## src/rtl/spi_master_tx.sv

```systemverilog
// SPI transmit stage: serialises a DATA_W word onto sync_clock/CS/MOSI for a receiver that ignores the first
// rising edge after CS falls. Define SPI_MSB_FIRST_EN to shift MSB first (default LSB first).
module spi_master_tx #(
    parameter int DATA_W   = 12,
    parameter int CLK_DIV  = 4,
    parameter int GAP_SCLK = 2
) (
    input  logic              clk,
    input  logic              rst,
    input  logic              newd,
    input  logic [DATA_W-1:0] din,
    output logic              ready,
    output logic              done,
    output logic              sync_clock,
    output logic              CS,
    output logic              MOSI
);
    localparam int DIV_W = (CLK_DIV > 1) ? $clog2(CLK_DIV) : 1;
    localparam int BIT_W = $clog2(DATA_W + 1);
    localparam int GAP_W = (GAP_SCLK > 1) ? $clog2(GAP_SCLK) : 1;

    typedef enum logic [2:0] {IDLE, WAIT_FALL, LEAD, SHIFT, GAP} state_t;

    state_t            state;
    logic [DIV_W-1:0]  div_cnt;
    logic [BIT_W-1:0]  bit_cnt;
    logic [GAP_W-1:0]  gap_cnt;
    logic [DATA_W-1:0] din_q;
    logic              div_tc, sclk_rise, sclk_fall;

    assign div_tc    = (div_cnt == DIV_W'(CLK_DIV - 1));
    assign sclk_rise = div_tc & ~sync_clock;
    assign sclk_fall = div_tc & sync_clock;

    function automatic logic pick_bit(input logic [DATA_W-1:0] w, input logic [BIT_W-1:0] i);
`ifdef SPI_MSB_FIRST_EN
        return w[DATA_W-1-int'(i)];
`else
        return w[int'(i)];
`endif
    endfunction

    // Free-running divider: sync_clock keeps running so the receiver can close its frame after CS rises.
    always_ff @(posedge clk) begin
        if (rst) begin
            div_cnt    <= '0;
            sync_clock <= 1'b0;
        end else if (div_tc) begin
            div_cnt    <= '0;
            sync_clock <= ~sync_clock;
        end else begin
            div_cnt    <= div_cnt + 1'b1;
        end
    end

    always_ff @(posedge clk) begin
        if (rst) begin
            state   <= IDLE;
            ready   <= 1'b1;
            done    <= 1'b0;
            CS      <= 1'b1;
            MOSI    <= 1'b0;
            bit_cnt <= '0;
            gap_cnt <= '0;
            din_q   <= '0;
        end else begin
            done <= 1'b0;
            case (state)
                IDLE: begin
                    if (newd && ready) begin
                        din_q <= din;
                        ready <= 1'b0;
                        state <= WAIT_FALL;
                    end
                end
                WAIT_FALL: begin
                    if (sclk_fall) begin
                        CS      <= 1'b0;
                        MOSI    <= pick_bit(din_q, '0);
                        bit_cnt <= '0;
                        state   <= LEAD;
                    end
                end
                // The rise seen here only arms the receiver; no bit is counted.
                LEAD: begin
                    if (sclk_rise) state <= SHIFT;
                end
                SHIFT: begin
                    if (sclk_rise) bit_cnt <= bit_cnt + 1'b1;
                    if (sclk_fall) begin
                        if (bit_cnt == BIT_W'(DATA_W)) begin
                            CS      <= 1'b1;
                            MOSI    <= 1'b0;
                            done    <= 1'b1;
                            gap_cnt <= '0;
                            state   <= GAP;
                        end else begin
                            MOSI <= pick_bit(din_q, bit_cnt);
                        end
                    end
                end
                GAP: begin
                    if (sclk_fall) begin
                        if (gap_cnt == GAP_W'(GAP_SCLK - 1)) begin
                            gap_cnt <= '0;
                            ready   <= 1'b1;
                            state   <= IDLE;
                        end else begin
                            gap_cnt <= gap_cnt + 1'b1;
                        end
                    end
                end
                default: state <= IDLE;
            endcase
        end
    end
endmodule
```

## config.mk

```make
export PLATFORM = sky130hd
export DESIGN_NAME = spi_master_tx
export DESIGN_NICKNAME = d
export VERILOG_FILES = /design/src/rtl/spi_master_tx.sv
export SDC_FILE = /design/constraint.sdc
export NUM_CORES = 1
export LEC_CHECK = 0
export CAP_MARGIN = 5
export CORE_MARGIN = 1.5
export CORE_UTILIZATION = 52
export DETAILED_ROUTE_END_ITERATION = 10
export GPL_TIMING_DRIVEN = 0
export PLACE_DENSITY = 0.77
export SLEW_MARGIN = 20
export SYNTH_ARGS = -nofsm -noshare
export SYNTH_HDL_FRONTEND = slang
export SYNTH_SLANG_ARGS = --single-unit
```

## constraint.sdc

```tcl
create_clock -name clk -period 1.8 [get_ports clk]
set_input_delay 0.27 -clock clk [delete_from_list [all_inputs] [get_ports clk]]
set_output_delay 0.27 -clock clk [all_outputs]
set_load 0.02 [all_outputs]
```

==> reports/metrics.yaml, run 1 <==
status:
  status: "completed"
clock_network:
  h-tree-depth: 1
  cts_buffers: 3
  clk_latency_ps: 330
  clk_path_buf_depth: 2
  cts-root-buf: "clkbuf_4"
  cts_sinks: 27
  clkTransAtPathRegs_ps: 150
  cts_tree: "yes"
finish:
  postLayoutCoreUtil_pct: 64.2
  seq_area_um2: 542
  diodes: 0
  syn2layout_area_growth_pct: 18.9
  layout.cells.non_filler: 183
  drive_gt1_share_pct: 13.7
  nNetsFinal: 172
  fill_cells: 209
  multi_input_area_um2: 679
hold_path:
  hold_path.class: "input port to register"
  hold_depth: 2
sta:
  max_freq_mhz: 591
  clock_skew_ps: 1.87
  final_hold_viol_count: 0
  slew_viol_final: 0
  rsz0062_at_grt: "false"
  slew_headroom_pct: 69.4
  worst_pin_slew_ps: 459
  fin_tns_setup_ps: 0
  finalCritPeriodShare_pct: 94.0
  fin_crit_ps: 1690
  finalSetupViolCount: 0
grt:
  grt.overflow.total: 0
  grt_pass1_vias: 948
  grtUsageTotal_pct: 21.0
  grt_antenna_before_repair: 0
  grt_max_degree: 16
  grt_pass1_wl_um: 4260
worst_setup_path:
  crit_path_top_delay_cell: "mux4_2"
  critical_path_required_ps: 2030
  path_delay_family: "multiplexers"
  path_max_fanout: 6
  max_stage_delay_ps: 520
  r2r_setup_slack_ps: 110
  end_kind: "register"
  cp-endpoint: "MOSI"
  arrival_ps: 1920
  cp_num_buf_inv: 1
  cp.depth: 5
  rr_endpoint: "MOSI"
  timing.rr.start: "bit_cnt[0]"
  startpoint_type: "register"
  path_cells: "buf_6 > mux4_2 > nor3b_4 > a2111oi_4 > a221oi_2"
  crit_type: "register to register"
  critPathLaunch: "bit_cnt[0]"
  reg2regPathDepth: 5
floorplan:
  start_util_pct: 54.0
  std_cell_rows: 18
  dieHeight_um: 53.3
  die_x_um: 53.3
  core_um2: 2430
  die-area_um2: 2840
  boundaryPins: 20
yosys:
  synth_async_sr_flop_share_pct: 0
  ys.flop_type: "dfxtp_1"
  yosys_register_bits: 27
  ys_seq_area_share_pct: 41.1
  syn-num-nets: 149
  synth_top_cell_area_share_pct: 41.1
  synthTopCellsByArea: "dfxtp_1 (41%), mux2i_1 (11%), nor2_1 (6.3%)"
  yosys.cell_types.count: 41
  yosysTopAreaCell: "dfxtp_1"
  syn_avg_cell_area_um2: 10.0
  yosysWarningCount: 0
  syn_inst: 131
  syn_area_um2: 1310
  synth_edf_count: 0
routing:
  post_drt_wl_per_cell_um: 13.9
  wl_um: 2540
  postRouteAntennaNets: 0
  vias: 993
  post-route-drc-count: 0
  drt-initial-drc-count: 16
  first_pass_iters: 4
  viasPerCell: 5.43
pwr:
  power.share.sequential_pct: 59.4
  p_sw_share_pct: 26.0
  powerDensity_nw_per_um2: 701
  power.internal_mw: 0.809
  finalPower_mw: 1.09
  p_comb_share_pct: 16.0
  clockPowerShare_pct: 24.6
  irDropWorstVdd_mv: 0.470
  power.leakage_nw: 0.590
  switching_power_mw: 0.285
placed_design:
  gp_congestion: 0.893
  dp_cells: 179
  dp_hpwl_um: 1870
  io_buffers: 18
flow_run:
  drv_cap: 0
-- flip-flops by register name, indices dropped and copies added (netlist names) --
name and flops:
CS 1, MOSI 1, bit_cnt 4, din_q 12, div_cnt 2, done 1
gap_cnt 1, ready 1, state 3, sync_clock 1
-- layout make-up --
type	instances	area share [%]
plain buffers	10	5.13
inverters	4	0.962
clock buffers	3	1.44
flip-flops and latches	27	34.7
multi-input cells	90	43.5
repair buffers	18	11.5
clock inverters	1	0.321
well taps	30	2.40
-- how the worst min path moves through the flow --
| stage | from | slack [ps] | to |
|---|---|---|---|
| 2_1_floorplan | div_cnt[0] | 400 | div_cnt[0] |
| 3_3_place_gp | div_cnt[0] | 410 | div_cnt[0] |
| 3_5_place_dp | div_cnt[0] | 420 | div_cnt[0] |
| 4_1_cts | rst | 100 | MOSI |
| 5_1_grt | rst | 100 | MOSI |
| 6_report | rst | 110 | MOSI |
-- cells in the mapped netlist, types with 2 or more instances --
library cell / count
dfxtp_1: 27
nor2_1: 22
mux2i_1: 14
nand3_1: 5
buf_6: 4
inv_1: 4
nand2_1: 4
ha_1: 3
nor3_1: 3
nor3b_1: 3
xor2_1: 3
a21oi_1: 2
and3_1: 2
buf_2: 2
clkbuf_1: 2
mux4_2: 2
nand4_1: 2
nor2b_1: 2
o21ai_0: 2
xnor2_1: 2
-- logic make-up after synthesis --
family,synth area share [%]
AOI/OAI and AO/OA,10.4
DFF,41.1
and+or+nand+nor,20.1
buffers and inverters,7.24
muxes,15.0
adders and majority gates,2.86
xor gates and xnor gates,3.33
-- timing repair --
action                                  4_1_cts  5_1_grt
hold buffers                                  0        0
resized for setup                             0        2
buffers inserted                              0        0
endpoints found under the setup margin        0        2
-- through the flow --
| step | setup WS (ps) | area [um^2] | hold WS [ps] |
|---|---|---|---|
| 2_1_floorplan | 221 | 1310 | 398 |
| 3_3_place_gp | 17.3 | 1530 | 407 |
| 3_5_place_dp | -11.3 | 1530 | 417 |
| 4_1_cts | 79.3 | 1560 | 97.3 |
| 5_1_grt | 21.1 | 1560 | 100 |
| 6_report | 108 | 1560 | 106 |
-- power by group through the flow --
stage	clock (mW)	combinational (mW)	sequential, mW
after floorplan	0	0.114	0.663
after global placement	0	0.170	0.662
after detailed placement	0	0.175	0.663
after CTS	0.273	0.176	0.650
after global routing	0.290	0.195	0.654
final	0.269	0.175	0.650
-- placed cells by master, fill, tap and decap left out, types with 2 or more instances in the layout --
| master | count |
|---|---|
| nand4_1 | 2 |
| and3_1 | 2 |
| clkbuf_1 | 2 |
| nor3b_1 | 3 |
| nor2b_1 | 2 |
| a21oi_1 | 2 |
| buf_6 | 4 |
| nand3_1 | 5 |
| mux4_2 | 2 |
| xnor2_1 | 2 |
| nand2_1 | 4 |
| ha_1 | 3 |
| clkbuf_4 | 3 |
| nor2_1 | 22 |
| o21ai_0 | 2 |
| nor3_1 | 3 |
| buf_2 | 2 |
| clkdlybuf4s50_1 | 18 |
| inv_1 | 4 |
| xor2_1 | 3 |
| mux2i_1 | 14 |
| dfxtp_1 | 26 |
-- layer usage --
layer  GRT usage, %  vias up  wire length, um
met5              0        -                0
met3           2.54        7               75
met1           27.0      455             1200
met2           34.8       24             1220
li1               -      507                -
met4           9.40        0               48
No activity file was read; power rests on OpenSTA's default activity.
==> run 2: changes to the inputs <==
CORE_UTILIZATION = 47   (was 52)
HOLD_SLACK_MARGIN = 0.15   (was not set)
PLACE_DENSITY = 0.74   (was 0.77)
clock period = 1.5 ns   (was 1.8 ns; I/O delays follow)
==> run 2 against run 1 <==
  * The flow now finishes with violations (setup timing)
  * Die area up 10%
  * Core utilization is 0.36 points lower
  * Worst setup slack got worse by 170 ps
  * Sequential share of layout area decreased by 1.6 points
  * Register-to-register slack worse by 170 ps
  * Critical endpoint unchanged
  * Clock power rose by 21%
  * Largest cell class unchanged
  * Routed wire length is 5.9% higher
  * Critical path depth is the same
  * Clock skew rose by 5.6 ps
  * Sequential power increased by 20%
==> reports/metrics.yaml, run 2 (synthesis gave the netlist of run 1 again) <==
grt:
  grt_pass1_wl_um: 4620
  grt_antenna_before_repair: 0
  grtUsageTotal_pct: 18.4
  grt_max_degree: 15
  grt.overflow.total: 0
  grt_pass1_vias: 1080
worst_setup_path:
  crit_type: "register to register"
  arrival_ps: 1790
  path_cells: "buf_6 > mux4_2 > nor3b_4 > a2111oi_4 > a221oi_2"
  crit_path_top_delay_cell: "mux4_2"
  cp_num_buf_inv: 1
  max_stage_delay_ps: 490
  path_delay_family: "multiplexers"
  critical_path_required_ps: 1730
  end_kind: "register"
  startpoint_type: "register"
  path_max_fanout: 6
pwr:
  power.internal_mw: 0.977
  p_comb_share_pct: 16.3
  power.share.sequential_pct: 59.1
  powerDensity_nw_per_um2: 807
  power.leakage_nw: 0.651
  p_sw_share_pct: 26.1
  irDropWorstVdd_mv: 0.621
  clockPowerShare_pct: 24.6
  switching_power_mw: 0.345
clock_network:
  cts_tree: "yes"
  clk_latency_ps: 330
  cts_buffers: 3
  clkTransAtPathRegs_ps: 150
  cts-root-buf: "clkbuf_4"
  cts_sinks: 27
  h-tree-depth: 1
  clk_path_buf_depth: 2
floorplan:
  dieHeight_um: 55.9
  std_cell_rows: 18
  start_util_pct: 51.2
  die_x_um: 55.9
  core_um2: 2570
  die-area_um2: 3120
  boundaryPins: 20
sta:
  finalCritPeriodShare_pct: 104
  rsz0062_at_grt: "true"
  worst_pin_slew_ps: 514
  finalSetupViolCount: 3
  setup_ws_ps: -66.5
  max_freq_mhz: 638
  fin_crit_ps: 1570
  slew_viol_final: 0
  slew_headroom_pct: 65.8
  clock_skew_ps: 7.50
  final_hold_viol_count: 0
finish:
  syn2layout_area_growth_pct: 24.8
  layout_commonest_cell: "dfxtp_1"
  drive_gt1_share_pct: 22.2
  nNetsFinal: 177
  most-common-layout-cells: "dfxtp_1 (25), nor2_1 (21), mux2i_1 (14)"
  top_register: "din_q"
  diodes: 0
  layout.cells.non_filler: 188
  largest_register_ffs: 12
  reg_top3: "din_q: 12 flops, bit_cnt: 4 flops, state: 3 flops"
routing:
  vias: 1035
  wl_um: 2690
  viasPerCell: 5.51
  drt-initial-drc-count: 17
  first_pass_iters: 4
  postRouteAntennaNets: 0
  post-route-drc-count: 0
  post_drt_wl_per_cell_um: 14.3
placed_design:
  dp_hpwl_um: 1910
  io_buffers: 18
  gp_congestion: 0.933
  pre_cts_slack_ps: -279
  dp_cells: 179
flow_run:
  drv_cap: 0
status:
  violations: "setup timing"
  status: "finished, violations left"
hold_path:
  hold_path.class: "register to register"
run 2: power groups by stage:
stage | sequential [mW] | clock, mW | combinational [mW]
3_3_place_gp | 0.794 | 0 | 0.205
4_1_cts | 0.782 | 0.329 | 0.216
5_1_grt | 0.787 | 0.352 | 0.236
2_1_floorplan | 0.796 | 0 | 0.136
3_5_place_dp | 0.798 | 0 | 0.212
6_report | 0.782 | 0.325 | 0.215
run 2: metrics by stage:
step | cell area, um^2 | setup TNS, ps | utilization, % | hold slack, ps | power [mW]
after floorplan | 1310 | 0 | - | 372 | 0.932
after global placement | 1530 | -2410 | 59.6 | 407 | 0.999
after detailed placement | 1530 | -2790 | 59.6 | 417 | 1.01
after CTS | 1580 | -95.0 | 61.5 | 455 | 1.33
after global routing | 1640 | -374 | 63.8 | 479 | 1.38
final | 1640 | -154 | 63.8 | 451 | 1.32
run 2: final cells by class:
type                    instances  area, um^2
flip-flops and latches         27         543
well taps                      30        37.5
multi-input cells              90         708
clock buffers                   4        26.3
fillers                       219         928
repair buffers                 24         225
plain buffers                   9        81.3
inverters                       4        17.5
run 2: path summary, 6_finish.rpt:
kind | startpoint | to | slack (ps) | depth (start not counted)
worst max-delay path | bit_cnt[0] | MOSI | -70 | 5
worst min-delay path | div_cnt[0] | div_cnt[0] | 450 | 1
worst max register to register | bit_cnt[0] | MOSI | -70 | 5
worst min register to register | div_cnt[0] | div_cnt[0] | 450 | 1
run 2: what timing repair did:
action | CTS | global route
endpoints found under the setup margin | 19 | 6
hold buffers | 1 | 0
hold endpoints to repair | 4 | 0
buffers inserted | 1 | 4
gates resized for setup | 10 | 13
pin swaps | 1 | 2
run 2: layer usage:
metal | GRT usage, % | wire length [um] | up-vias | part of all wire (%)
met5 | 0 | 0 | - | 0
met4 | 6.80 | 57 | 0 | 2.1
met3 | 2.09 | 100 | 6 | 3.7
met2 | 32.8 | 1300 | 28 | 48
met1 | 22.8 | 1230 | 489 | 46
li1 | - | - | 512 | -
==> run 3: changes to the inputs <==
SKIP_CTS_REPAIR_TIMING = 1   (was not set)
==> run 3 against run 2 <==
  * The flow still finishes with violations (setup timing)
  * Sequential share of layout area fell by 0.52 points
  * Cell count did not move
  * Cell area rose by 1.8%
  * Maximum frequency fell by 0.39%
  * First-iteration DRC count fell by 29%
  * Register-to-register slack barely moved
  * Largest cell class unchanged
  * Largest power group unchanged
==> reports/metrics.yaml, run 3 (synthesis gave the netlist of run 1 again) <==
routing:
  first_pass_iters: 4
  postRouteAntennaNets: 0
  wl_um: 2860
  vias: 1072
  post-route-drc-count: 0
  drt-initial-drc-count: 12
  post_drt_wl_per_cell_um: 15.2
  viasPerCell: 5.70
placed_design:
  gp_congestion: 0.933
  io_buffers: 18
  dp_hpwl_um: 1910
  pre_cts_slack_ps: -279
clock_network:
  cts_buffers: 3
  cts-root-buf: "clkbuf_4"
  cts_sinks: 27
  clk_latency_ps: 330
  h-tree-depth: 1
  clkTransAtPathRegs_ps: 140
  cts_tree: "yes"
  clk_path_buf_depth: 2
grt:
  grtUsageTotal_pct: 18.4
  grt_pass1_vias: 1073
  grt.overflow.total: 0
  grt_antenna_before_repair: 0
  grt_max_degree: 15
  grt_pass1_wl_um: 4620
sta:
  setup_ws_ps: -72.5
  slew_viol_final: 0
  clock_skew_ps: 4.50
  slew_headroom_pct: 61.5
  finalSetupViolCount: 3
  final_hold_viol_count: 0
  fin_crit_ps: 1570
  worst_pin_slew_ps: 577
  rsz0062_at_grt: "true"
  max_freq_mhz: 636
  fin_tns_setup_ps: -157
  finalCritPeriodShare_pct: 105
finish:
  diodes: 0
  drive_gt1_share_pct: 24.1
  reg_top3: "din_q: 12 flops, bit_cnt: 4 flops, state: 3 flops"
  layout_commonest_cell: "dfxtp_1"
  postLayoutCoreUtil_pct: 65.0
  most-common-layout-cells: "dfxtp_1 (24), nor2_1 (20), mux2i_1 (14)"
  largest_register_ffs: 12
  fill_cells: 217
  top_register: "din_q"
  nNetsFinal: 177
  syn2layout_area_growth_pct: 27.0
floorplan:
  die-area_um2: 3120
  start_util_pct: 51.2
  die_x_um: 55.9
  boundaryPins: 20
  core_um2: 2570
  dieHeight_um: 55.9
  std_cell_rows: 18
worst_setup_path:
  rr_endpoint: "MOSI"
  critical_path_required_ps: 1720
  path_max_fanout: 6
  critPathLaunch: "bit_cnt[0]"
  reg2regPathDepth: 5
  crit_type: "register to register"
  cp-endpoint: "MOSI"
  end_kind: "register"
  arrival_ps: 1800
  timing.rr.start: "bit_cnt[0]"
  r2r_setup_slack_ps: -70
  startpoint_type: "register"
pwr:
  p_comb_share_pct: 17.1
  power.internal_mw: 0.987
  clockPowerShare_pct: 24.1
  power.share.sequential_pct: 58.8
  powerDensity_nw_per_um2: 798
  finalPower_mw: 1.33
  irDropWorstVdd_mv: 0.625
  power.leakage_nw: 0.687
  switching_power_mw: 0.344
  p_sw_share_pct: 25.9
status:
  status: "finished, violations left"
  violations: "setup timing"
hold_path:
  hold_path.class: "register to register"
flow_run:
  drv_cap: 0
run 3: how the worst min path moves through the flow:
stage               startpoint    endpoint  cells after the start
finish              div_cnt[0]  div_cnt[0]                      1
global route        div_cnt[0]  div_cnt[0]                      1
CTS                        rst        MOSI                      2
detailed placement         rst        MOSI                      2
global placement    div_cnt[0]  div_cnt[0]                      1
floorplan              din[10]   din_q[10]                      2
run 3: area by class of cell:
class / count / area [um^2] / area share (%)
repair buffers: 23 / 233 / 13.9
flip-flops and latches: 27 / 544 / 32.6
clock buffers: 4 / 26.3 / 1.57
inverters: 4 / 17.5 / 1.05
plain buffers: 10 / 93.8 / 5.62
well taps: 30 / 37.5 / 2.25
multi-input cells: 90 / 717 / 43.0
run 3: critical path: stages, from the launching register on:
cell and delay, ps:
dfxtp_2 370, buf_6 120, mux4_2 490, nor3b_4 170
a2111oi_4 220, a221oi_2 90
run 3: through the flow:
step,cells,area (um^2),hold WS (ps)
after floorplan,131,1310,372
after CTS,183,1560,52.8
after global routing,188,1670,479
after global placement,179,1530,407
final,188,1670,451
after detailed placement,179,1530,417
run 3: metal layers:
| layer | vias up | wire length [um] | global-route usage, % |
|---|---|---|---|
| met1 | 521 | 1230 | 22.9 |
| met3 | 6 | 116 | 2.33 |
| met2 | 30 | 1470 | 32.5 |
| met4 | 0 | 43 | 6.80 |
| met5 | - | 0 | 0 |
| li1 | 515 | - | - |
run 3: power by group through the flow:
stage | clock (mW) | sequential [mW] | combinational [mW]
global placement | 0 | 0.794 | 0.205
CTS | 0.329 | 0.782 | 0.214
floorplan | 0 | 0.796 | 0.136
detailed placement | 0 | 0.798 | 0.212
global route | 0.352 | 0.788 | 0.247
finish | 0.321 | 0.783 | 0.227
